[src/rtl/bus_fabric.sv]
// Data-bus interconnect between the DLX data port and N memory-mapped slaves:
// base/mask address decode, posted writes, handshaked reads with timeout and error reporting.
module bus_fabric #(
   parameter int                         N_SLAVES  = 6,
   parameter int                         ADDR_W    = 32,
   parameter int                         DATA_W    = 32,
   parameter logic [N_SLAVES*ADDR_W-1:0] BASE      = '0,
   parameter logic [N_SLAVES*ADDR_W-1:0] MASK      = '1,
   parameter int                         TIMEOUT   = 15,
   parameter logic [DATA_W-1:0]          DEF_RDATA = 32'hDEAD_BEEF
) (
   input  logic                       clk,
   input  logic                       reset,
   input  logic [ADDR_W-1:0]          m_addr,
   input  logic [DATA_W-1:0]          m_wdata,
   input  logic                       m_we,
   input  logic                       m_re,
   output logic                       m_busy,
   output logic [DATA_W-1:0]          m_rdata,
   output logic                       m_rvalid,
   output logic                       m_err,
   output logic [7:0]                 err_count,
   output logic [N_SLAVES-1:0]        s_cs,
   output logic                       s_we,
   output logic [ADDR_W-1:0]          s_addr,
   output logic [DATA_W-1:0]          s_wdata,
   input  logic [N_SLAVES*DATA_W-1:0] s_rdata,
   input  logic [N_SLAVES-1:0]        s_rvalid
);

   localparam int SEL_W = (N_SLAVES > 1) ? $clog2(N_SLAVES) : 1;
   localparam int CNT_W = (TIMEOUT > 1) ? $clog2(TIMEOUT) : 1;
   localparam logic [CNT_W-1:0] CNT_LAST = CNT_W'(TIMEOUT - 1);

   typedef enum logic {ST_IDLE, ST_WAIT} state_t;

   state_t              state_q;
   logic [SEL_W-1:0]    sel_q;
   logic [ADDR_W-1:0]   addr_q;
   logic [CNT_W-1:0]    cnt_q;
   logic [DATA_W-1:0]   rdata_q;
   logic                rvalid_q;
   logic                err_q;
   logic [7:0]          err_cnt_q;
   logic [7:0]          err_cnt_d;

   logic                hit;
   logic [SEL_W-1:0]    hit_idx;
   logic                sel_valid;
   logic [DATA_W-1:0]   sel_rdata;

   // Scanning from the top down lets the lowest matching index overwrite any higher one.
   // NOTE: every always_comb output gets a default before any branch, so no latch is inferred.
   always_comb begin
      hit     = 1'b0;
      hit_idx = '0;
      for (int i = N_SLAVES - 1; i >= 0; i--) begin
         if ((m_addr & MASK[i*ADDR_W +: ADDR_W]) == BASE[i*ADDR_W +: ADDR_W]) begin
            hit     = 1'b1;
            hit_idx = SEL_W'(i);
         end
      end
   end

   assign sel_valid = s_rvalid[sel_q];
   assign sel_rdata = s_rdata[sel_q*DATA_W +: DATA_W];
   assign err_cnt_d = (err_cnt_q == 8'hFF) ? err_cnt_q : err_cnt_q + 8'd1;

   // NOTE: sequential state uses non-blocking assignments only, so every register samples pre-edge values.
   always_ff @(posedge clk or posedge reset) begin
      if (reset) begin
         state_q   <= ST_IDLE;
         sel_q     <= '0;
         addr_q    <= '0;
         cnt_q     <= '0;
         rdata_q   <= '0;
         rvalid_q  <= 1'b0;
         err_q     <= 1'b0;
         err_cnt_q <= '0;
      end else begin
         rvalid_q <= 1'b0;
         err_q    <= 1'b0;
         case (state_q)
            ST_IDLE: begin
               if (m_we) begin
                  if (!hit) begin
                     err_q     <= 1'b1;
                     err_cnt_q <= err_cnt_d;
                  end
               end else if (m_re) begin
                  if (hit) begin
                     sel_q   <= hit_idx;
                     addr_q  <= m_addr;
                     cnt_q   <= '0;
                     state_q <= ST_WAIT;
                  end else begin
                     rvalid_q  <= 1'b1;
                     err_q     <= 1'b1;
                     rdata_q   <= DEF_RDATA;
                     err_cnt_q <= err_cnt_d;
                  end
               end
            end
            ST_WAIT: begin
               // A valid arriving on the last allowed cycle still completes normally.
               if (sel_valid) begin
                  rvalid_q <= 1'b1;
                  rdata_q  <= sel_rdata;
                  state_q  <= ST_IDLE;
               end else if (cnt_q == CNT_LAST) begin
                  rvalid_q  <= 1'b1;
                  err_q     <= 1'b1;
                  rdata_q   <= DEF_RDATA;
                  err_cnt_q <= err_cnt_d;
                  state_q   <= ST_IDLE;
               end else begin
                  cnt_q <= cnt_q + 1'b1;
               end
            end
            default: state_q <= ST_IDLE;
         endcase
      end
   end

   // Writes select combinationally in IDLE; a pending read holds its latched slave and address.
   always_comb begin
      s_cs   = '0;
      s_we   = 1'b0;
      s_addr = m_addr;
      if (state_q == ST_WAIT) begin
         s_cs   = N_SLAVES'(1) << sel_q;
         s_addr = addr_q;
      end else if (m_we && hit) begin
         s_cs = N_SLAVES'(1) << hit_idx;
         s_we = 1'b1;
      end
   end

   assign s_wdata   = m_wdata;
   assign m_busy    = (state_q == ST_WAIT);
   assign m_rdata   = rdata_q;
   assign m_rvalid  = rvalid_q;
   assign m_err     = err_q;
   assign err_count = err_cnt_q;

endmodule

[config.mk]
export PLATFORM = sky130hd
export DESIGN_NAME = bus_fabric
export DESIGN_NICKNAME = d
export VERILOG_FILES = /design/src/rtl/bus_fabric.sv
export SDC_FILE = /design/constraint.sdc
export NUM_CORES = 1
export LEC_CHECK = 0
export ABC_AREA = 1
export CAP_MARGIN = 20
export CELL_PAD_IN_SITES_DETAIL_PLACEMENT = 1
export CELL_PAD_IN_SITES_GLOBAL_PLACEMENT = 1
export CORE_AREA = 4 4 144 146
export CTS_BUF_LIST = sky130_fd_sc_hd__clkbuf_4 sky130_fd_sc_hd__clkbuf_8 sky130_fd_sc_hd__clkbuf_16
export DETAILED_ROUTE_END_ITERATION = 12
export DIE_AREA = 0 0 148 150
export DONT_BUFFER_PORTS = 1
export GPL_TIMING_DRIVEN = 0
export PLACE_DENSITY = 0.46
export SLEW_MARGIN = 20
export SYNTH_ARGS = -nofsm -noshare
export SYNTH_HDL_FRONTEND = slang
export SYNTH_SLANG_ARGS = --single-unit
[constraint.sdc]
create_clock -name clk -period 3.7 [get_ports clk]
set_input_delay 0.74 -clock clk [delete_from_list [all_inputs] [get_ports clk]]
set_output_delay 0.74 -clock clk [all_outputs]
set_load 0.02 [all_outputs]
Yosys cells after proc, flatten, opt, wreduce, memory -nomap -nowiden
Index checks and enable logic that the tools add are counted.

Register bits: 79. Latch bits: 0. RAM bits: 0. Bits in read-only memories: 0. Bits of input ports: 266. Output and inout port bits: 114. Logic and storage cells: 68. Memories: 0.

Add/subtract/negate cells: 2. Multiply operators: 0. Divide/modulo/power cells: 0. Order comparisons: 0. Equality and inequality tests: 11. Shift operators: 0. Mux-type cells: 40. Bitwise logic cells: 2. Reduce and logical (&&, ||, !) cells: 6.

Operators with widths (number): $mux 32 (6); $pmux 32 s2 (1); $mux 8 (6); $logic_not 32->1 (1); $mux 4 (5); $mux 1 (17); $pmux 8 s2 (1); $ne 2x2->1 const B (6); $add 8x1->8 const B (1); $eq 8x8->1 const B (1); $pmux 4 s2 (1); $reduce_and 4->1 (2); $pmux 1 s2 (3); $reduce_and 5->1 (1); $add 4x1->4 const B (1); $eq 4x4->1 const B (1); $ne 3x1->1 const B (1); $ne 3x3->1 const B (1); $reduce_and 3->1 (1); $ne 2x1->1 const B (1); $not 1->1 (2); $logic_and 1x1->1 (1).

Logic depth before layout (Yosys ltp)
Gate-level depths: netlist of run 1.

Depth in word-level cells: 6. Mapped depth: 10. Depth with buffers taken out: 9.

Worst setup path before layout of run 1
No wires, ideal clock.

Path kind: input -> output. From: input port m_addr[10]. To: output port s_we. Arrival: 1772 ps. Required time: 2960 ps. Path slack: 1188 ps. Cell stages on the path: 8. Buffers on the path: 1. Path through: nor2_1 nand2_1 nor2_1 nand2_1 nor2_4 nand2_2 clkbuf_1 nor2_1.

Word-level cells in the longest chain between the ends: 5.

Ends and longest elaborated chain: start, declared (line 14) `input logic [ADDR_W-1:0] m_addr,`; $logic_not 32->1 (line 58) `if ((m_addr & MASK[i*ADDR_W +: ADDR_W]) == BASE[i*ADDR_W +: ADDR_W]) begin`; $mux 1 (line 58); $logic_and 1x1->1 (line 133) `end else if (m_we && hit) begin`; $mux 1 (line 133); $mux 1 (line 130) `if (state_q == ST_WAIT) begin`; end, declared (line 24) `output logic s_we,`.

No other way between the ends.

Final worst setup path of run 1
From: input port m_addr[26]. To: output port s_we.

The elaborated chain is that of the path after synthesis.

==> run summary, run 1 <==
* input pin — startpoint type of the worst setup path
* 0.00456 mm2 — placed standard-cell area
* 0.473 — top-area cell type share of the netlist area
* 2 — antenna violations before repair
* 0.0194 mm2 — core footprint
* dfrtp_1, nand2_1, buf_4 — most area-consuming cells after synthesis
* 0 — antenna violation net count after detailed routing
* 0.695 mW — reported net switching power
* 20.3 mm — global-route wire length before repair
* 51 — site row count
* 0.0222 mm2 — area of the die
* 47 — pin count of the biggest net entering global routing
* 470 ps — Slowest Stage Delay on Critical Path
* 7.61 um2 — Avg Synthesized Cell Area
* 3010 ps — min cycle time layout
* 0 — Final Max Tran Viols
* false — setup repair after global routing missed its margin
* nand2_1 — most frequent standard cell in the layout excluding fill and tap cells
* 4.10 — via density per instance
* 549 — Post-Syn Instances
* dfrtp_1 — main flop type after synthesis
* 0 — IO Port Bufs
* 2.72 nW — Leakage Power
* 589 ps — dpl ws
* 0 — sum of overflow across all layers after global routing
* 380 — number of top-level pins
* nor2_1 — cell at the slowest stage of the critical path
* 473 mW/mm2 — areal power density over the cells
* built — clock tree from TritonCTS
* 3 — H-tree lvl count
* 1.61 mW — internal power
* 148 um — Die Wd
* clkbuf_16 — root buffer cell
* 0 — cells resized by post-CTS repair
* 1.00 — Synth async-reset ratio
* 116 — iteration-0 DRC count of the detailed router
* finished clean — outcome
* 834 — Nets
* 23 — number of library cell types mapped by synthesis
* output pin — crit path capture type
* 333 MHz — Highest Clock Rate
* 2270 ps — Worst EP arrival
* 2 — maximum clock path buffer count
* input pin to async pin — classification of the worst-slack hold path
* 0.461 — sequential fraction of design power
* 0.118 — Global Route Usage Sum
* 0.00418 mm2 — synthesized cell area
* 4 — First-pass DRT Iterations
* 0 — Final Hold Fails
* 3694 — via count of the first global-routing pass
* 4.56 ps — Setup Skew
* 819 — number of placed instances with taps included
* 0 — hold-fix buffers at CTS
* 0.301 — switching part of the total
* 206 uV — worst ir drop on vdd
* met5 — Highest Signal Layer
* 0.813 — final clock period utilization by the worst path
* 0.252 — core utilization of the finished layout
* 150 um — die height
* 6.17 mm — total length of routed met2 wires
* 3424 — vias
* input pin to output pin — WS Path Type
* 0 — final-report setup violation count
* 0.177 — fraction of final layout cells sized beyond drive strength 1
* nor2_1 — most prevalent standard cell on the critical path
* 0 — ANT cells
* 60 ps — clock slew seen by the registers of the worst setup and hold paths
* 340 ps — latest clock arrival within the worst-skew pair
* 0.215 — initial core utilization
* nand2_1, dfrtp_1, inv_1 — leading cell types in the layout, fill and taps excluded
* 1.46 mm — sum of met3 wire segment lengths after detailed routing
* 79 — clk sink count
* 835 — number of standard cells in the final layout excluding fillers
* 0.427 — fraction of power consumed by the clock network
* nor2_1 > nand2_1 > nor2_1 > nand2_1 > nor2_4 > nand2_2 > clkbuf_1 > nor2_1 — ordered cell list for the critical path
* dfrtp_1 — post-synth top area cell
* 10.5 mm — final HPWL from detailed placement
* 0 — post-CTS setup buffers
* 0 — number of enable-type register cells in the synthesized netlist
* 0 — number of DRC violations after detailed routing
* 0.720 — placer's final routability congestion estimate
* 0.00488 mm2 — post-route cell area
* 16.0 um — routed wirelength normalized by instance count
* 0.598 — Max-slew headroom
* 0 — Ys Warns
* 13.3 mm — routed wire length
* 2960 ps — WP data required
* 694 ps — final worst setup slack
* 10 — critical path fanouts, max
* 16.8% — Area growth, synth to finish
* 5.54 mm — met1 wire length
* 0 — MaxCap Viol Count
* 9 — number of buffers inserted during clock tree synthesis
* 0.112 — Combinational Power Share
* 79 — flop and latch count out of synthesis
* 603 ps — Worst-Margin Slew
* 0.473 — register area share after synthesis
-- synth_stat cells (2+ instances only) --
cell type  count
nand4_1       33
inv_1         47
clkbuf_1      13
nor2_1        27
xor2_1         3
nand2_2        2
buf_2          6
nand2_1      240
buf_6          6
nand3_2        2
dfrtp_1       79
buf_4         38
or2_2         26
nand3_1       16
ha_1           3
-- path summary, 6_finish.rpt --
path	from	endpoint	slack [ps]	depth (start not counted)
worst min register to register	addr_q[18]	addr_q[18]	460	2
max in group asynchronous	reset	err_count[6]	2800	2
worst min-delay path	reset	addr_q[30]	300	1
worst max register to register	m_busy	err_count[5]	1780	9
min in group clk	addr_q[18]	addr_q[18]	460	2
worst max-delay path	m_addr[26]	s_we	690	8
-- cells by family after synthesis --
family / synth area share
xor+xnor: 0.00838
compound gates: 0.00120
simple gates: 0.359
flops: 0.473
other cells: 0.000897
buf+inv: 0.149
fa+ha+maj: 0.00898
-- metal layers --
layer	global-route usage	vias up
li1	-	1665
met1	0.138	1604
met2	0.189	133
met3	0.0600	18
met4	0.0346	4
met5	0	-
-- area by class of cell --
cell class                      count  area (um2)
Tap cell                          265         332
Clock inverter                      7         101
Clock buffer                        9         225
Fill cell                        2369       14500
Sequential cell                    79        1980
Inverter                           50         193
Multi-Input combinational cell    361        1600
Buffer                             63         432
Timing Repair Buffer                1        27.5
-- critical path, delay by kind of cell --
| family | cells | cell delay, ps |
|---|---|---|
| buffers and inverters | 1 | 300 |
| and+or+nand+nor | 7 | 1210 |
-- stage by stage --
step,hold slack (ps),power [mW],TNS [ps]
floorplan,436,1.27,0
global placement,449,1.34,-18070
detailed placement,453,1.35,0
CTS,301,2.37,0
global route,314,2.44,0
finish,297,2.31,0
-- state kept, by name, summed over array words and instances (netlist names) --
register   count
cnt_q          4
err_count      8
m_busy         1
addr_q        32
m_rvalid       1
m_err          1
m_rdata       32
-- power groups by stage --
stage / clock (mW) / sequential [mW] / combinational (mW)
floorplan: 0 / 1.06 / 0.219
global placement: 0 / 1.08 / 0.252
detailed placement: 0 / 1.08 / 0.265
CTS: 1.03 / 1.07 / 0.264
global route: 1.07 / 1.08 / 0.290
finish: 0.986 / 1.06 / 0.258
(Power assumes the default switching activity.)
==> run 2: changes to the inputs <==
- CORE_AREA: 4 4 144 146 -> 4 4 145 147
- DIE_AREA: 0 0 148 150 -> 0 0 149 151
- clock period: 3.7 -> 3.1 ns (I/O delays scaled with it)
==> run 2 against run 1 <==
  * Non-clock buffer count stayed put
  * Critical path type unchanged
  * Worst setup slack worse by 300 ps
  * Routed wire length is 0.22% lower
  * First-iteration DRC count stayed put
  * Flip-flop and latch count stayed put
  * Final area is 0.74% lower
  * Hold slack worse by 130 ps
  * Clock skew is 3.6 ps higher
==> run summary, run 2 (synthesized netlist as in run 1, its figures left out) <==
* 170 ps — worst hold slack, -127 ps
* 0.177 — fraction of final layout cells sized beyond drive strength 1, unchanged
* 0.114 — Global Route Usage Sum, -0.00348
* 10 — critical path fanouts, max, unchanged
* 16.0% — Area growth, synth to finish
* 229 uV — worst ir drop on vdd, +11%
* 13.3 mm — routed wire length, -0.22%
* 340 ps — latest clock arrival within the worst-skew pair, about the same
* 0 — Final Hold Fails, unchanged
* 46 — pin count of the biggest net entering global routing, -2.1%
* 0 — cells resized by post-CTS repair, unchanged
* 0 — number of DRC violations after detailed routing, unchanged
* 151 um — die height, +0.67%
* input pin — startpoint type of the worst setup path
* 3564 — via count of the first global-routing pass, -3.5%
* 0.0225 mm2 — area of the die, +1.3%
* 380 — number of top-level pins, unchanged
* 3 — H-tree lvl count, unchanged
* 149 um — Die Wd, +0.68%
* clkbuf_16 — root buffer cell
* 0.243 — core utilization of the finished layout, -0.00828
* 0 — MaxCap Viol Count, unchanged
* 52 — site row count, +2.0%
* input pin to output pin — WS Path Type
* 70 ps — clock slew seen by the registers of the worst setup and hold paths, about the same
* 0 — IO Port Bufs, unchanged
* 0 — final-report setup violation count, unchanged
* 15.8 um — routed wirelength normalized by instance count, -1.0%
* 834 — Nets, unchanged
* 10.6 mm — final HPWL from detailed placement, +1.0%
* finished clean — outcome
* 0.210 — initial core utilization, -0.00553
* 116 — iteration-0 DRC count of the detailed router, unchanged
* 0.875 — final clock period utilization by the worst path
* 1210 ps — R2R setup slack, -570 ps
* 0 — hold-fix buffers at CTS, unchanged
* nand2_1, dfrtp_1, inv_1 — leading cell types in the layout, fill and taps excluded
* 2.69 nW — Leakage Power, -0.89%
* 4.12 — via density per instance, +0.59%
* 0.0199 mm2 — core footprint, +2.6%
* err_count[3] — end of the worst register-to-register path
* 0.748 — placer's final routability congestion estimate, +3.9%
* 2710 ps — min cycle time layout
* 79 — clk sink count, unchanged
* false — setup repair after global routing missed its margin
* 2 — antenna violations before repair, unchanged
* 369 MHz — Highest Clock Rate
* 8.17 ps — Setup Skew, +3.61 ps
* 9 — number of buffers inserted during clock tree synthesis, unchanged
* 2 — maximum clock path buffer count, unchanged
* built — clock tree from TritonCTS
* output pin — crit path capture type
* 19.8 mm — global-route wire length before repair, -2.5%
* 0 — post-CTS setup buffers, unchanged
* 0 — antenna violation net count after detailed routing, unchanged
* 0.650 — Max-slew headroom, +0.0518
* m_busy — worst r2r src
* 525 ps — Worst-Margin Slew, -77.7 ps
* 2090 ps — Worst EP arrival, -180 ps
* nand2_1 — most frequent standard cell in the layout excluding fill and tap cells
* 4 — First-pass DRT Iterations, unchanged
* 9 — Register-to-Register Path Depth, unchanged
* 3473 — vias, +1.4%
* 0 — sum of overflow across all layers after global routing, unchanged
* input pin to async pin — classification of the worst-slack hold path
* 2480 ps — WP data required, -480 ps
* 0 — Final Max Tran Viols, unchanged
* 534 mW/mm2 — areal power density over the cells, +13%
==> run 2: cell count changes in the layout (fill, tap and decap cells not counted) <==
cell / change
bufinv_16: -2
diode_2: +2
clkinv_2: +1
clkinvlp_4: +1
==> run 2: metal layers <==
layer	GRT usage	vias up	wire length, um
li1	-	1673	-
met2	0.185	141	6100
met3	0.0595	7	1540
met5	0	-	0
met1	0.135	1652	5550
met4	0.0261	0	113
==> run 2: per-stage QoR <==
stage,instances,setup TNS [ps],power [mW],setup WS (ps),area [um2]
after CTS,840,0,2.65,249,4840
after floorplan,553,0,1.52,457,4200
final,842,0,2.59,389,4850
after detailed placement,824,0,1.61,257,4560
after global placement,823,-56870,1.59,-728,4530
after global routing,842,0,2.75,202,4850
==> run 2: cell type report <==
type	count	area (um2)
Antenna cell	2	5.00
Buffer	63	432
Clock buffer	9	225
Clock inverter	7	53.8
Fill cell	2417	15100
Inverter	50	193
Multi-Input combinational cell	361	1600
Sequential cell	79	1980
Tap cell	270	338
Timing Repair Buffer	1	27.5
==> run 2: worst max-delay path by stage <==
stage / to / cells after the start / slack, ps / start
floorplan: addr_q[0] / 1 / 460 / reset
global placement: err_count[4] / 1 / -730 / reset
finish: s_we / 8 / 390 / m_addr[26]
detailed placement: s_we / 8 / 260 / m_addr[26]
global route: s_we / 8 / 200 / m_addr[13]
CTS: s_we / 8 / 250 / m_addr[26]
==> run 2: where the power goes <==
part | internal [mW] | switching, mW | leakage (nW)
clock | 0.550 | 0.462 | 0.129
combinational | 0.112 | 0.193 | 1.54
sequential | 1.10 | 0.172 | 1.03
total | 1.76 | 0.827 | 2.69
==> run 2: critical path, cell delays in order <==
cell and delay [ps]:
nor2_1 90, nand2_1 70, nor2_1 170, nand2_1 120, nor2_4 180, nand2_2 110, clkbuf_1 270, nor2_1 460
